**src/rtl/linear_layer_start_fifo_srl.sv**
```systemverilog
// Start-token FIFO on a shift-register (SRL) array with first-word fall-through read.
// Optional occupancy port if_usedw is enabled by defining START_FIFO_USEDW_EN.
module linear_layer_start_fifo_srl #(
    parameter int DATA_WIDTH = 1,
    parameter int ADDR_WIDTH = 1,
    parameter int DEPTH      = 2
) (
    input  logic                  clk,
    input  logic                  reset,
    input  logic                  if_write_ce,
    input  logic                  if_write,
    input  logic [DATA_WIDTH-1:0] if_din,
    output logic                  if_full_n,
    input  logic                  if_read_ce,
    input  logic                  if_read,
    output logic [DATA_WIDTH-1:0] if_dout,
    output logic                  if_empty_n
`ifdef START_FIFO_USEDW_EN
    ,
    output logic [ADDR_WIDTH:0]   if_usedw
`endif
);

    localparam int             CW       = ADDR_WIDTH + 1;
    localparam logic [CW-1:0]  FULL_CNT = CW'(DEPTH);
    localparam logic [CW-1:0]  CNT_ONE  = CW'(1);

    logic [CW-1:0]         count;
    logic [CW-1:0]         count_next;
    logic [CW-1:0]         rptr;
    logic [ADDR_WIDTH-1:0] raddr;
    logic                  push;
    logic                  pop;
    logic [DATA_WIDTH-1:0] srl [DEPTH];

    // Handshake: a transfer happens on a side only when request, clock enable and
    // that side's registered flag (full_n / empty_n) are all high in the same cycle.
    assign push = if_write & if_write_ce & if_full_n;
    assign pop  = if_read  & if_read_ce  & if_empty_n;

    always_comb begin
        count_next = count;
        if (push && !pop) begin
            count_next = count + CNT_ONE;
        end else if (pop && !push) begin
            count_next = count - CNT_ONE;
        end
    end

    always_ff @(posedge clk) begin
        if (reset) begin
            count      <= '0;
            if_empty_n <= 1'b0;
            if_full_n  <= 1'b1;
        end else begin
            count      <= count_next;
            if_empty_n <= (count_next != '0);
            if_full_n  <= (count_next != FULL_CNT);
        end
    end

    // Storage carries no reset; the oldest token sits at index count-1.
    always_ff @(posedge clk) begin
        if (push) begin
            srl[0] <= if_din;
            for (int i = 1; i < DEPTH; i++) begin
                srl[i] <= srl[i-1];
            end
        end
    end

    assign rptr  = count - CNT_ONE;
    assign raddr = rptr[ADDR_WIDTH-1:0];

    // Empty FIFO wraps rptr past DEPTH; drive zero instead of indexing out of range.
    always_comb begin
        if_dout = '0;
        if (rptr < FULL_CNT) begin
            if_dout = srl[raddr];
        end
    end

`ifdef START_FIFO_USEDW_EN
    assign if_usedw = count;
`endif

endmodule
```
**config.mk**
```make
export PLATFORM = sky130hd
export DESIGN_NAME = linear_layer_start_fifo_srl
export DESIGN_NICKNAME = d
export VERILOG_FILES = /design/src/rtl/linear_layer_start_fifo_srl.sv
export SDC_FILE = /design/constraint.sdc
export NUM_CORES = 1
export LEC_CHECK = 0
export BUFFER_PORTS_ARGS = -buffer_cell sky130_fd_sc_hd__buf_4
export CELL_PAD_IN_SITES_DETAIL_PLACEMENT = 2
export CELL_PAD_IN_SITES_GLOBAL_PLACEMENT = 2
export CORE_AREA = 2 2 39 41
export DETAILED_ROUTE_END_ITERATION = 7
export DIE_AREA = 0 0 41 43
export PLACE_DENSITY = 0.62
export REMOVE_ABC_BUFFERS = 1
export SETUP_SLACK_MARGIN = 0.05
export SLEW_MARGIN = 20
export SYNTH_ARGS = -nofsm -noshare
export SYNTH_HDL_FRONTEND = slang
export SYNTH_SLANG_ARGS = --single-unit
```
**constraint.sdc**
```tcl
create_clock -name clk -period 2.5 [get_ports clk]
set_clock_uncertainty 0.05 [all_clocks]
set_input_delay 0.125 -clock clk [delete_from_list [all_inputs] [get_ports clk]]
set_output_delay 0.125 -clock clk [all_outputs]
set_load 0.01 [all_outputs]
```
## Word-level counts from Yosys, hierarchy flattened

Memory sizes are Yosys's and may differ from the RTL's.
Cells that the tools add are included.

- $add $sub $neg: 2
- Multipliers: 0
- Divide/modulo/power cells: 0
- Magnitude comparators: 1
- Eq/ne operators: 1
- Shifts and indexed selects: 0
- Muxes and demuxes: 5
- Bitwise operators: 4
- Reduce and logical (&&, ||, !) cells: 5

Operators by type and width:

| cell | count |
|---|---|
| 1-bit bitwise AND | 4 |
| 2-bit two-way mux | 2 |
| 1-bit two-way mux | 3 |
| 2-bit by 1-bit adder with 2-bit output (second input constant) | 1 |
| 1-bit logical AND | 2 |
| 1-bit logical NOT | 2 |
| 2-bit < comparator (second input constant) | 1 |
| 2-bit != test (second input constant) | 1 |
| 2-bit nonzero test | 1 |
| 2-bit by 1-bit subtractor with 2-bit output (second input constant) | 1 |

- Flip-flop bits (word level): 4
- Latch bits: 0
- Memory bits (writable): 2
- ROM bits: 0
- Input port bits: 7
- Output and inout bits: 3
- Word-level logic and storage cells: 22
- Memories: 1

Memory list:

| memory | words | bits a word | rd ports | clocked after Yosys merged registers in | wr ports | line | text |
|---|---|---|---|---|---|---|---|
| srl | 2 | 1 | 2 | 0 | 2 | 34 | `logic [DATA_WIDTH-1:0] srl [DEPTH];` |

## Logic depth before layout (Yosys ltp)

Gate-level depths: netlist of the first run.

- Depth in word-level cells: 7
- Mapped depth: 4

## Worst setup path after synthesis of the first run

OpenSTA, ideal clock, no wires.

- Path type: reg-to-reg
- Start: register if_full_n
- End: register count[1]
- Setup time: 0.123 ns
- Arrival: 1.080 ns
- Required time: 2.327 ns
- Path slack: 1.247 ns
- Cell stages (with the launch flop): 5
- Path buffers: 0
- Cell sequence: dfxtp_1 > nand3_2 > nor2b_1 > mux2i_1 > mux2_1

- Longest elaborated chain between the ends: 5
- Elaborated cells on any way between the ends: 6
- Those cells by class: mux (2); bitwise (1); reduce/logical (3)

Ends and longest elaborated chain:

| item | line | text |
|---|---|---|
| start, declared | 13 | `output logic if_full_n,` |
| start signal, assigned | 58 | `if_full_n <= (count_next != FULL_CNT);` |
| 1-bit bitwise AND * | 38 | `assign push = if_write & if_write_ce & if_full_n;` |
| 1-bit logical NOT | 45 | `end else if (pop && !push) begin` |
| 1-bit logical AND | 45 |  |
| 2-bit two-way mux | 45 |  |
| 2-bit two-way mux * | 43 | `if (push && !pop) begin` |
| end signal, assigned | 56 | `count <= count_next;` |
| end, declared | 28 | `logic [CW-1:0] count;` |

Mark *: on every way between the ends. The rest lies on a longest branch, timed or not.
A chain may end at the register's enable or synchronous reset.

## Worst setup path in the final report of the first run

Ends and elaborated chain as after synthesis.

==> impl_metrics.prom, run 1 <==
# TYPE chip_impl_metric gauge
chip_impl_metric{name="post-route-worst-setup-slack",unit="ps"} 1230
chip_impl_metric{name="ioPinCount",unit=""} 10
chip_impl_metric{name="final_max_slew_viol_count",unit=""} 0
chip_impl_metric{name="final_nets",unit=""} 49
chip_impl_metric{name="timing.slew.headroom",unit="%"} 77.2
chip_impl_metric{name="final-hold-violation-count",unit=""} 0
chip_impl_metric{name="synth_area_per_cell",unit="sq um"} 10.4
chip_impl_metric{name="wl_per_cell",unit="microns"} 12.4
chip_impl_metric{name="number_of_antenna_violations_at_the_first_check_in_global_routing",unit=""} 0
chip_impl_metric{name="max_freq",unit="GHz"} 0.785
chip_impl_metric{name="seq_area_frac_synth",unit="%"} 44.8
chip_impl_info{name="path_delay_family",value="multiplexers"} 1
chip_impl_metric{name="numPlacedInstances",unit=""} 53
chip_impl_metric{name="insertedDiodeCount",unit=""} 0
chip_impl_metric{name="tns",unit="ps"} 0
chip_impl_metric{name="die_height",unit="microns"} 43
chip_impl_metric{name="synth.ff_latch_count",unit=""} 6
chip_impl_metric{name="critical_path_peak_fanout",unit=""} 4
chip_impl_metric{name="cp.buffers_inverters",unit=""} 0
chip_impl_metric{name="grt_pass1_wl",unit="microns"} 1240
chip_impl_metric{name="period_needed",unit="ps"} 1270
chip_impl_metric{name="final_layout_size_suffix_gt1_share",unit="%"} 42.5
chip_impl_metric{name="final_antenna_net_count",unit=""} 0
chip_impl_metric{name="worst_ir_drop_vdd",unit="mV"} 0.250
chip_impl_metric{name="synthDistinctLibCells",unit=""} 20
chip_impl_metric{name="areal_power_density_over_the_cells",unit="nW/um^2"} 628
chip_impl_metric{name="p_leak",unit="nW"} 0.169
chip_impl_metric{name="dpl_worst_slack",unit="ps"} 1190
chip_impl_metric{name="post-cts-setup-buffer-count",unit=""} 0
chip_impl_metric{name="required",unit="ps"} 2570
chip_impl_metric{name="routabilityCongestion",unit=""} 0.665
chip_impl_info{name="start_point_of_the_critical_path",value="if_full_n$_SDFF_PP1_"} 1
chip_impl_metric{name="cts-buffers-inserted",unit=""} 3
chip_impl_info{name="critical_path.reg2reg.startpoint",value="if_full_n$_SDFF_PP1_"} 1
chip_impl_metric{name="path_clk_slew",unit="ps"} 50
chip_impl_info{name="cp_cell_sequence",value="nand3_2, nor2b_1, mux2i_1, mux2_1"} 1
chip_impl_metric{name="pin_count_of_the_biggest_net_entering_global_routing",unit=""} 9
chip_impl_info{name="endpoint_kind",value="register"} 1
chip_impl_info{name="hold_class",value="in2reg"} 1
chip_impl_metric{name="core.rowCount",unit=""} 14
chip_impl_metric{name="synth.cell_area",unit="sq um"} 313
chip_impl_metric{name="timing.max_cap.violations",unit=""} 0
chip_impl_metric{name="postRouteWirelength",unit="microns"} 694
chip_impl_metric{name="finish.cell_count_without_fillers",unit=""} 56
chip_impl_metric{name="synth.yosys.warnings",unit=""} 0
chip_impl_metric{name="worstPathArrival",unit="ps"} 1350
chip_impl_metric{name="drtPass1Iterations",unit=""} 2
chip_impl_metric{name="total_power",unit="uW"} 260
chip_impl_metric{name="finalHoldWorstSlack",unit="ps"} 10.3
chip_impl_metric{name="global_route.overflow_total",unit=""} 0
chip_impl_metric{name="area_delta_synth_final",unit="%"} 32.4
chip_impl_metric{name="dr_vias_cell",unit=""} 4.54
chip_impl_info{name="critPathKind",value="reg2reg"} 1
chip_impl_metric{name="clock-sinks",unit=""} 6
chip_impl_metric{name="min_period_over_period",unit="%"} 50.9
chip_impl_metric{name="initial_utilization",unit="%"} 22.6
chip_impl_metric{name="grt_usage",unit="%"} 10.8
chip_impl_metric{name="cpPeakStageDelay",unit="ps"} 340
chip_impl_metric{name="cts_hold_repair.buffers",unit=""} 0
chip_impl_metric{name="cts.repair.resized",unit=""} 0
chip_impl_metric{name="clkLatencyLatePin",unit="ps"} 240
chip_impl_info{name="status",value="finished, final reports clean"} 1
chip_impl_metric{name="number_of_standard_cells_after_synthesis",unit=""} 30
chip_impl_metric{name="grt_pass1_vias",unit=""} 303
chip_impl_metric{name="drt_iter0_markers",unit=""} 2
chip_impl_metric{name="report.final.setup_viol",unit=""} 0
chip_impl_info{name="clock_tree_from_tritoncts",value="yes"} 1
chip_impl_metric{name="chipWidth",unit="microns"} 41
chip_impl_metric{name="htree_levels",unit=""} 1
chip_impl_info{name="rsz0062_at_grt",value="false"} 1
chip_impl_metric{name="slew_at_the_pin_closest_to_its_max_slew_limit",unit="ps"} 341
chip_impl_metric{name="buffer_ports.inserted",unit=""} 9
chip_impl_metric{name="number_of_vias_after_detailed_routing",unit=""} 254
chip_impl_info{name="cts.root.buffer_cell",value="sky130_fd_sc_hd__clkbuf_4"} 1
chip_impl_info{name="beginning_of_the_worst_hold_path",value="if_din"} 1
chip_impl_metric{name="drc",unit=""} 0
chip_impl_info{name="worst_setup_path_start_kind",value="register"} 1
chip_impl_info{name="crit_slowest_cell",value="sky130_fd_sc_hd__dfxtp_1"} 1
chip_impl_metric{name="dieArea",unit="sq um"} 1760
chip_impl_metric{name="placeableCoreArea",unit="sq um"} 1380
chip_impl_metric{name="clockBufferDepth",unit=""} 2
## final timing paths
path	slack, ps	cells past startpoint	end
worst max-delay path	1230	4	count[1]$_SDFF_PP0_
worst max register to register	1230	4	count[1]$_SDFF_PP0_
worst min-delay path	10	1	srl[0]$_DFFE_PP_
worst min register to register	410	0	srl[1]$_DFFE_PP_
## cells in the mapped netlist, drive strengths merged
| master | instances | area share, % |
|---|---|---|
| nor3 | 1 | 1.6 |
| nor2b | 3 | 6.0 |
| nor4b | 1 | 2.8 |
| nand3 | 2 | 6.4 |
| clkbuf | 1 | 1.2 |
| o21ai | 1 | 1.6 |
| mux2 | 3 | 11 |
| mux2i | 1 | 3.2 |
| buf | 1 | 1.6 |
| xor2 | 1 | 2.8 |
| nand3b | 1 | 2.4 |
| xnor2 | 1 | 2.8 |
| a211oi | 1 | 4.0 |
| edfxtp | 2 | 19 |
| nor2 | 2 | 2.4 |
| nand2 | 1 | 1.2 |
| dfxtp | 4 | 26 |
| inv | 2 | 2.4 |
| a31oi | 1 | 2.0 |
## placed cells by master (no fill, tap or decap), drive strengths merged, types with 2 or more instances in the layout
cell type,n
buf,9
clkbuf,3
dfxtp,4
edfxtp,2
inv,2
mux2,3
nand3,2
nor2,2
nor2b,3
## through the flow
| stage | instance area [sq um] | utilization, % |
|---|---|---|
| 2_1_floorplan | 304 | - |
| 3_3_place_gp | 392 | 28.3 |
| 4_1_cts | 414 | 29.9 |
| 6_report | 414 | 29.9 |
| 5_1_grt | 414 | 29.9 |
| 3_5_place_dp | 392 | 28.3 |
## worst reg2reg max path: stages (launching register included)
cell and delay, ps:
sky130_fd_sc_hd__dfxtp_1 340, sky130_fd_sc_hd__nand3_2 120, sky130_fd_sc_hd__nor2b_1 220, sky130_fd_sc_hd__mux2i_1 120, sky130_fd_sc_hd__mux2_1 310
## flip-flops by register name, indices dropped and copies added (netlist names)
name	count
srl	2
if_empty_n	1
count	2
if_full_n	1
## routing by layer
metal | vias up | GRT usage (%) | wire, microns
met2 | 8 | 17.5 | 371
li1 | 124 | - | -
met3 | 0 | 6.28 | 58
met5 | - | 0 | 0
met1 | 122 | 10.7 | 265
met4 | 0 | 4.00 | 0
## where the power goes
part | total [mW] | switching (mW) | internal [mW]
Sequential | 0.122 | 0.0121 | 0.110
Clock | 0.0887 | 0.0344 | 0.0543
Combinational | 0.0493 | 0.0210 | 0.0284
Total | 0.260 | 0.0675 | 0.193
## logic make-up (layout without fill, tap and decap cells)
| family | Yosys count | after routing | synth area share [%] |
|---|---|---|---|
| buffers and inverters | 4 | 14 | 5.20 |
| xor gates and xnor gates | 2 | 2 | 5.60 |
| muxes | 4 | 4 | 14.0 |
| DFF | 6 | 6 | 44.8 |
| and+or+nand+nor | 11 | 11 | 22.8 |
| AOI/OAI and AO/OA | 3 | 3 | 7.60 |
## area by class of cell
class                           count  area [sq um]
Inverter                            2          7.51
Multi-Input combinational cell     20           156
Timing Repair Buffer                9          67.6
Tap cell                           16          20.0
Fill cell                         165           970
Clock buffer                        3          22.5
Sequential cell                     6           140
Power figures use the tool's default switching activity.
==> run 2, diff against run 1 <==
clock period = 1.2 ns   (was 2.5 ns; I/O delays follow)
==> impl_metrics.prom, run 2 (same netlist as run 1, synthesis figures left out) <==
# TYPE chip_impl_metric gauge
chip_impl_metric{name="final_nets",unit=""} 58
chip_impl_metric{name="grt_pass1_wl",unit="microns"} 1510
chip_impl_metric{name="drtPass1Iterations",unit=""} 1
chip_impl_info{name="rsz0062_at_grt",value="true"} 1
chip_impl_info{name="status",value="complete, but fails checks"} 1
chip_impl_metric{name="initial_utilization",unit="%"} 22.6
chip_impl_info{name="layout.cells.most_common",value="sky130_fd_sc_hd__buf_4"} 1
chip_impl_metric{name="routabilityCongestion",unit=""} 0.679
chip_impl_metric{name="required",unit="ps"} 1280
chip_impl_metric{name="drc",unit=""} 0
chip_impl_metric{name="drt_iter0_markers",unit=""} 0
chip_impl_metric{name="period_needed",unit="ps"} 1270
chip_impl_metric{name="dr_vias_cell",unit=""} 4.58
chip_impl_metric{name="placeableCoreArea",unit="sq um"} 1380
chip_impl_metric{name="grt_pass1_vias",unit=""} 358
chip_impl_metric{name="number_of_vias_after_detailed_routing",unit=""} 302
chip_impl_metric{name="final-hold-violation-count",unit=""} 0
chip_impl_metric{name="worstPathArrival",unit="ps"} 1350
chip_impl_metric{name="clkLatencyLatePin",unit="ps"} 240
chip_impl_info{name="cts.root.buffer_cell",value="sky130_fd_sc_hd__clkbuf_4"} 1
chip_impl_metric{name="path_clk_slew",unit="ps"} 50
chip_impl_metric{name="wl_per_cell",unit="microns"} 14.5
chip_impl_info{name="worst_setup_path_start_kind",value="register"} 1
chip_impl_metric{name="num-fill-cells",unit=""} 148
chip_impl_info{name="layout.cells.most_common_list",value="13 x sky130_fd_sc_hd__buf_4, 3 x sky130_fd_sc_hd__clkbuf_4, 3 x sky130_fd_sc_hd__buf_6"} 1
chip_impl_metric{name="cp.buffers_inverters",unit=""} 0
chip_impl_info{name="cp_cell_sequence",value="nand3_4, nor2b_4, mux2i_1, mux2_1"} 1
chip_impl_metric{name="area_delta_synth_final",unit="%"} 84.4
chip_impl_metric{name="max_freq",unit="GHz"} 0.787
chip_impl_metric{name="buffer_ports.inserted",unit=""} 9
chip_impl_metric{name="cpPeakStageDelay",unit="ps"} 350
chip_impl_metric{name="clock-sinks",unit=""} 6
chip_impl_metric{name="final_layout_size_suffix_gt1_share",unit="%"} 66.0
chip_impl_metric{name="p_leak",unit="nW"} 0.233
chip_impl_metric{name="timing.slew.headroom",unit="%"} 84.9
chip_impl_metric{name="dieArea",unit="sq um"} 1760
chip_impl_info{name="failed_checks",value="setup timing"} 1
chip_impl_metric{name="ioPinCount",unit=""} 10
chip_impl_metric{name="critical_path_peak_fanout",unit=""} 4
chip_impl_metric{name="min_period_over_period",unit="%"} 106
chip_impl_metric{name="post_detailed_placement_half_perimeter_wirelength",unit="microns"} 688
chip_impl_metric{name="timing.max_cap.violations",unit=""} 0
chip_impl_metric{name="core.rowCount",unit=""} 14
chip_impl_metric{name="tns",unit="ps"} -126
chip_impl_metric{name="final_area",unit="sq um"} 577
chip_impl_metric{name="areal_power_density_over_the_cells",unit="nW/um^2"} 1120
chip_impl_metric{name="grt_usage",unit="%"} 13.7
chip_impl_metric{name="insertedDiodeCount",unit=""} 0
chip_impl_metric{name="report.final.setup_viol",unit=""} 4
chip_impl_metric{name="global_route.overflow_total",unit=""} 0
chip_impl_metric{name="number_of_antenna_violations_at_the_first_check_in_global_routing",unit=""} 0
chip_impl_metric{name="chipWidth",unit="microns"} 41
chip_impl_info{name="crit_slowest_cell",value="sky130_fd_sc_hd__dfxtp_2"} 1
chip_impl_metric{name="clockBufferDepth",unit=""} 2
chip_impl_metric{name="htree_levels",unit=""} 1
chip_impl_metric{name="placed_cell_area",unit="sq um"} 422
chip_impl_metric{name="die_height",unit="microns"} 43
chip_impl_info{name="path_delay_family",value="multiplexers"} 1
chip_impl_info{name="hold_class",value="in2reg"} 1
chip_impl_info{name="clock_tree_from_tritoncts",value="yes"} 1
chip_impl_info{name="biggestRegsByFlops",value="count (2), srl (2)"} 1
chip_impl_metric{name="worst_ir_drop_vdd",unit="mV"} 0.529
chip_impl_metric{name="total_power",unit="uW"} 644
chip_impl_metric{name="pin_count_of_the_biggest_net_entering_global_routing",unit=""} 8
chip_impl_metric{name="final_antenna_net_count",unit=""} 0
chip_impl_metric{name="final_max_slew_viol_count",unit=""} 0
chip_impl_metric{name="cts-buffers-inserted",unit=""} 3
chip_impl_info{name="endpoint_kind",value="register"} 1
chip_impl_metric{name="slew_at_the_pin_closest_to_its_max_slew_limit",unit="ps"} 225
chip_impl_info{name="critPathKind",value="reg2reg"} 1
chip_impl_metric{name="post-route-worst-setup-slack",unit="ps"} -70.0
chip_impl_metric{name="postRouteWirelength",unit="microns"} 956
## run 2: timing repair
action	in CTS	in global routing
resized for setup	13	4
buffers inserted	3	0
pin swaps	4	3
hold buffers	2	0
gates cloned	0	0
endpoints found under the hold margin	3	0
endpoints found under the setup margin	5	7
## run 2: metrics by stage
step / setup WS (ps) / instances / hold WS, ps / utilization [%]
4_1_cts: -69.0 / 66 / 390 / 40.1
2_1_floorplan: -53.1 / 28 / 74.6 / -
6_report: -70.0 / 66 / 394 / 41.7
5_1_grt: -108 / 66 / 404 / 41.7
3_3_place_gp: -43.7 / 57 / 189 / 30.5
3_5_place_dp: -173 / 57 / 196 / 30.5
## run 2: path summary, 6_finish.rpt
check,start,end,slack (ps),cells past startpoint
worst min register to register,srl[0]$_DFFE_PP_,srl[1]$_DFFE_PP_,410,0
worst max-delay path,if_full_n$_SDFF_PP1_,count[1]$_SDFF_PP0_,-70,4
worst min-delay path,if_write,count[1]$_SDFF_PP0_,390,5
worst max register to register,if_full_n$_SDFF_PP1_,count[1]$_SDFF_PP0_,-70,4
## run 2: final cells by class
type | count | area (sq um) | share of cell area [%]
clock buffer | 4 | 26.3 | 4.56
inverter | 2 | 7.51 | 1.30
multi-input combinational | 20 | 229 | 39.7
tap | 16 | 20.0 | 3.47
sequential | 6 | 143 | 24.7
timing repair buffer | 18 | 151 | 26.2
## run 2: where the power goes
| part | switching [mW] | total, mW | internal [mW] |
|---|---|---|---|
| clock | 0.0762 | 0.202 | 0.126 |
| sequential | 0.0159 | 0.247 | 0.231 |
| combinational | 0.0863 | 0.195 | 0.109 |
## run 2: metal layers
metal	wire [microns]	global-route usage, %	share of wire, %	vias up
met5	0	0	0	-
met2	514	21.9	54	10
met3	49	3.14	5.1	4
met1	362	14.7	38	143
li1	-	-	-	145
met4	29	10.0	3.0	0
## run 2: worst min-delay path: cells and delay by family
| family | cells | cell delay (ps) |
|---|---|---|
| buffers and inverters | 1 | 120 |
| multiplexers | 2 | 300 |
| AND/OR/NAND/NOR | 2 | 180 |
==> run 3, diff against run 2 <==
ABC_AREA = 1   (was unset)
CELL_PAD_IN_SITES_DETAIL_PLACEMENT = unset   (was 2)
CELL_PAD_IN_SITES_GLOBAL_PLACEMENT = unset   (was 2)
HOLD_SLACK_MARGIN = 0.1   (was unset)
PLACE_DENSITY = 0.46   (was 0.62)
==> impl_metrics.prom, run 3 <==
# TYPE chip_impl_metric gauge
chip_impl_info{name="status",value="finished, final reports clean"} 1
chip_impl_info{name="combinational_family_with_the_most_area_after_synthesis",value="simple AND/OR/NAND/NOR gates"} 1
chip_impl_metric{name="area_delta_synth_final",unit="%"} 55.6
chip_impl_metric{name="synth.cell_area",unit="sq um"} 360
chip_impl_metric{name="htree_levels",unit=""} 1
chip_impl_metric{name="post_synth_mux_area_share",unit="%"} 0
chip_impl_metric{name="worstRegToRegCells",unit=""} 7
chip_impl_metric{name="path_clk_slew",unit="ps"} 50
chip_impl_info{name="synth_common_cells",value="18 x sky130_fd_sc_hd__nand2_1, 7 x sky130_fd_sc_hd__nand3_1"} 1
chip_impl_metric{name="tns",unit="ps"} 0
chip_impl_info{name="synth_area_leader_cell",value="sky130_fd_sc_hd__dfxtp_1"} 1
chip_impl_metric{name="finish.utilization",unit="%"} 40.5
chip_impl_metric{name="p_leak",unit="nW"} 0.278
chip_impl_metric{name="period_needed",unit="ps"} 1100
chip_impl_info{name="layout.cells.most_common",value="sky130_fd_sc_hd__nand2_1"} 1
chip_impl_metric{name="worstPathArrival",unit="ps"} 990
chip_impl_metric{name="global_route.overflow_total",unit=""} 0
chip_impl_info{name="layout.cells.most_common_list",value="15 x sky130_fd_sc_hd__nand2_1, 13 x sky130_fd_sc_hd__buf_4, 6 x sky130_fd_sc_hd__nand3_1"} 1
chip_impl_metric{name="slew_at_the_pin_closest_to_its_max_slew_limit",unit="ps"} 179
chip_impl_metric{name="synthDistinctLibCells",unit=""} 12
chip_impl_metric{name="dr_vias_cell",unit=""} 4.21
chip_impl_metric{name="drt_iter0_markers",unit=""} 0
chip_impl_metric{name="synth_area_in_xor_xnor",unit="%"} 0
chip_impl_metric{name="synth_enable_flop_cells",unit=""} 2
chip_impl_metric{name="final_antenna_net_count",unit=""} 0
chip_impl_info{name="biggestRegsByFlops",value="count (2), srl (2)"} 1
chip_impl_metric{name="final-hold-violation-count",unit=""} 0
chip_impl_metric{name="wl_per_cell",unit="microns"} 8.77
chip_impl_metric{name="grt_pass1_vias",unit=""} 310
chip_impl_metric{name="synth_top_cell_area_share",unit="%"} 22.2
chip_impl_info{name="post-synth-top-count-cell",value="sky130_fd_sc_hd__nand2_1"} 1
chip_impl_metric{name="core.rowCount",unit=""} 14
chip_impl_info{name="cts.root.buffer_cell",value="sky130_fd_sc_hd__clkbuf_4"} 1
chip_impl_metric{name="timing.max_cap.violations",unit=""} 0
chip_impl_metric{name="worst_ir_drop_vdd",unit="mV"} 0.649
chip_impl_info{name="netlist_top_cells_area",value="sky130_fd_sc_hd__dfxtp_1 22%, sky130_fd_sc_hd__nand2_1 19%, sky130_fd_sc_hd__edfxtp_1 17%"} 1
chip_impl_info{name="critPathKind",value="reg2out"} 1
chip_impl_metric{name="postSynth.asyncResetShare",unit="%"} 0
chip_impl_metric{name="max_freq",unit="GHz"} 0.907
chip_impl_metric{name="drtPass1Iterations",unit=""} 1
chip_impl_metric{name="dieArea",unit="sq um"} 1760
chip_impl_metric{name="num-fill-cells",unit=""} 145
chip_impl_metric{name="grt_usage",unit="%"} 10.6
chip_impl_metric{name="post_detailed_placement_half_perimeter_wirelength",unit="microns"} 617
chip_impl_metric{name="final_max_slew_viol_count",unit=""} 0
chip_impl_metric{name="number_of_antenna_violations_at_the_first_check_in_global_routing",unit=""} 0
chip_impl_info{name="clock_tree_from_tritoncts",value="yes"} 1
chip_impl_metric{name="pin_count_of_the_biggest_net_entering_global_routing",unit=""} 7
chip_impl_metric{name="buffer_ports.inserted",unit=""} 9
chip_impl_metric{name="critical_path_peak_fanout",unit=""} 4
chip_impl_metric{name="clkLatencyLatePin",unit="ps"} 250
chip_impl_info{name="worst_setup_path_start_kind",value="register"} 1
chip_impl_metric{name="placeableCoreArea",unit="sq um"} 1380
chip_impl_info{name="holdPathEnd",value="srl[1]$_DFFE_PP_"} 1
chip_impl_metric{name="synth_area_per_cell",unit="sq um"} 7.35
chip_impl_metric{name="die_height",unit="microns"} 43
chip_impl_metric{name="report.final.setup_viol",unit=""} 0
chip_impl_info{name="rsz0062_at_grt",value="true"} 1
chip_impl_metric{name="number_of_standard_cells_after_synthesis",unit=""} 49
chip_impl_metric{name="hold_path_depth",unit=""} 3
chip_impl_metric{name="min_period_over_period",unit="%"} 91.9
chip_impl_metric{name="insertedDiodeCount",unit=""} 0
chip_impl_metric{name="final_nets",unit=""} 76
chip_impl_metric{name="yosys.area_share.adder",unit="%"} 0
chip_impl_metric{name="synth.ff_latch_count",unit=""} 6
chip_impl_metric{name="timing.slew.headroom",unit="%"} 88.0
chip_impl_metric{name="routabilityCongestion",unit=""} 0.645
chip_impl_info{name="beginning_of_the_worst_hold_path",value="if_write_ce"} 1
chip_impl_metric{name="ioPinCount",unit=""} 10
chip_impl_metric{name="final_layout_size_suffix_gt1_share",unit="%"} 55.9
chip_impl_metric{name="reg2reg_slack",unit="ps"} 140
chip_impl_metric{name="multiInputGateArea",unit="sq um"} 216
chip_impl_info{name="critical_r2r_capture",value="if_full_n$_SDFF_PP1_"} 1
chip_impl_info{name="hold_class",value="in2reg"} 1
chip_impl_info{name="critical_path.reg2reg.startpoint",value="if_full_n$_SDFF_PP1_"} 1
chip_impl_metric{name="synth_compound_gate_area_share",unit="%"} 1.39
chip_impl_metric{name="chipWidth",unit="microns"} 41
chip_impl_info{name="synth_ff_type",value="sky130_fd_sc_hd__dfxtp_1"} 1
chip_impl_metric{name="initial_utilization",unit="%"} 26.0
chip_impl_metric{name="areal_power_density_over_the_cells",unit="nW/um^2"} 1140
chip_impl_metric{name="area.sequential",unit="sq um"} 148
chip_impl_metric{name="clockBufferDepth",unit=""} 2
chip_impl_metric{name="grt_pass1_wl",unit="microns"} 1210
chip_impl_metric{name="synthSimpleGateAreaFrac",unit="%"} 51.4
chip_impl_info{name="endpoint_kind",value="primary output"} 1
chip_impl_metric{name="postRouteWirelength",unit="microns"} 737
chip_impl_metric{name="required",unit="ps"} 1090
chip_impl_metric{name="synth.yosys.warnings",unit=""} 0
chip_impl_metric{name="drc",unit=""} 0
chip_impl_metric{name="seq_area_frac_synth",unit="%"} 38.9
chip_impl_metric{name="number_of_vias_after_detailed_routing",unit=""} 354
chip_impl_metric{name="cts-buffers-inserted",unit=""} 3
chip_impl_metric{name="clock-sinks",unit=""} 6
## run 3: cell count changes in the layout (fill, tap and decap cells not counted), moves of 3 or more
cell / delta
sky130_fd_sc_hd__buf_6: -3
sky130_fd_sc_hd__inv_2: +3
sky130_fd_sc_hd__nand2_1: +14
sky130_fd_sc_hd__nand2_2: +5
sky130_fd_sc_hd__nand3_1: +6
sky130_fd_sc_hd__nand3_2: +3
## run 3: final cells by class
| type | instances | share of cell area (%) |
|---|---|---|
| flip-flops and latches | 6 | 26.3 |
| clock buffers | 4 | 4.69 |
| well taps | 16 | 3.57 |
| multi-input cells | 35 | 38.6 |
| inverters | 8 | 5.80 |
| repair buffers | 15 | 21.0 |
## run 3: worst max path at each step
stage	startpoint	endpoint	slack, ps
finish	count[0]$_SDFF_PP0_	if_dout	100
global placement	if_full_n$_SDFF_PP1_	if_empty_n$_SDFF_PP0_	100
floorplan	if_full_n$_SDFF_PP1_	if_full_n$_SDFF_PP1_	130
CTS	count[0]$_SDFF_PP0_	if_dout	60
global route	count[0]$_SDFF_PP0_	if_dout	40
detailed placement	if_full_n$_SDFF_PP1_	if_full_n$_SDFF_PP1_	110
## run 3: what timing repair did
item | 4_1_cts | 5_1_grt
gates cloned | 0 | 0
endpoints found under the hold margin | 5 | 0
gates resized for setup | 6 | 8
setup endpoints to repair | 1 | 4
buffers inserted | 2 | 2
pin swaps | 0 | 1
hold buffers | 2 | 0
## run 3: through the flow
step	cells	total power, mW	hold WS (ps)	setup slack, ps	cell area, sq um
floorplan	49	0.336	109	127	360
global placement	74	0.390	194	97.4	448
detailed placement	74	0.389	193	113	448
CTS	82	0.626	185	59.1	523
global route	84	0.677	205	41.0	561
finish	84	0.640	196	97.2	561
## run 3: report_power, final
group / internal, mW / switching [mW]
sequential: 0.231 / 0.0167
clock: 0.127 / 0.0841
combinational: 0.0869 / 0.0940
## run 3: layer usage
metal	track usage, %	vias up	wire length, microns
met5	0	-	0
met4	6.00	0	8
met3	4.71	2	11
met2	15.3	2	396
met1	12.3	157	321
li1	-	193	-
## run 3: kinds of logic (layout without fill, tap and decap cells)
group                  count (synthesis)  in the layout
and+or+nand+nor                       34             34
buffers and inverters                  8             27
DFF                                    6              6
AOI/OAI and AO/OA                      1              1
## run 3: critical path: stages (launching register included)
cell and delay [ps]:
sky130_fd_sc_hd__dfxtp_4 370, sky130_fd_sc_hd__inv_4 50, sky130_fd_sc_hd__nand2_4 60, sky130_fd_sc_hd__nand2_4 50, sky130_fd_sc_hd__a21oi_2 90, sky130_fd_sc_hd__buf_4 120
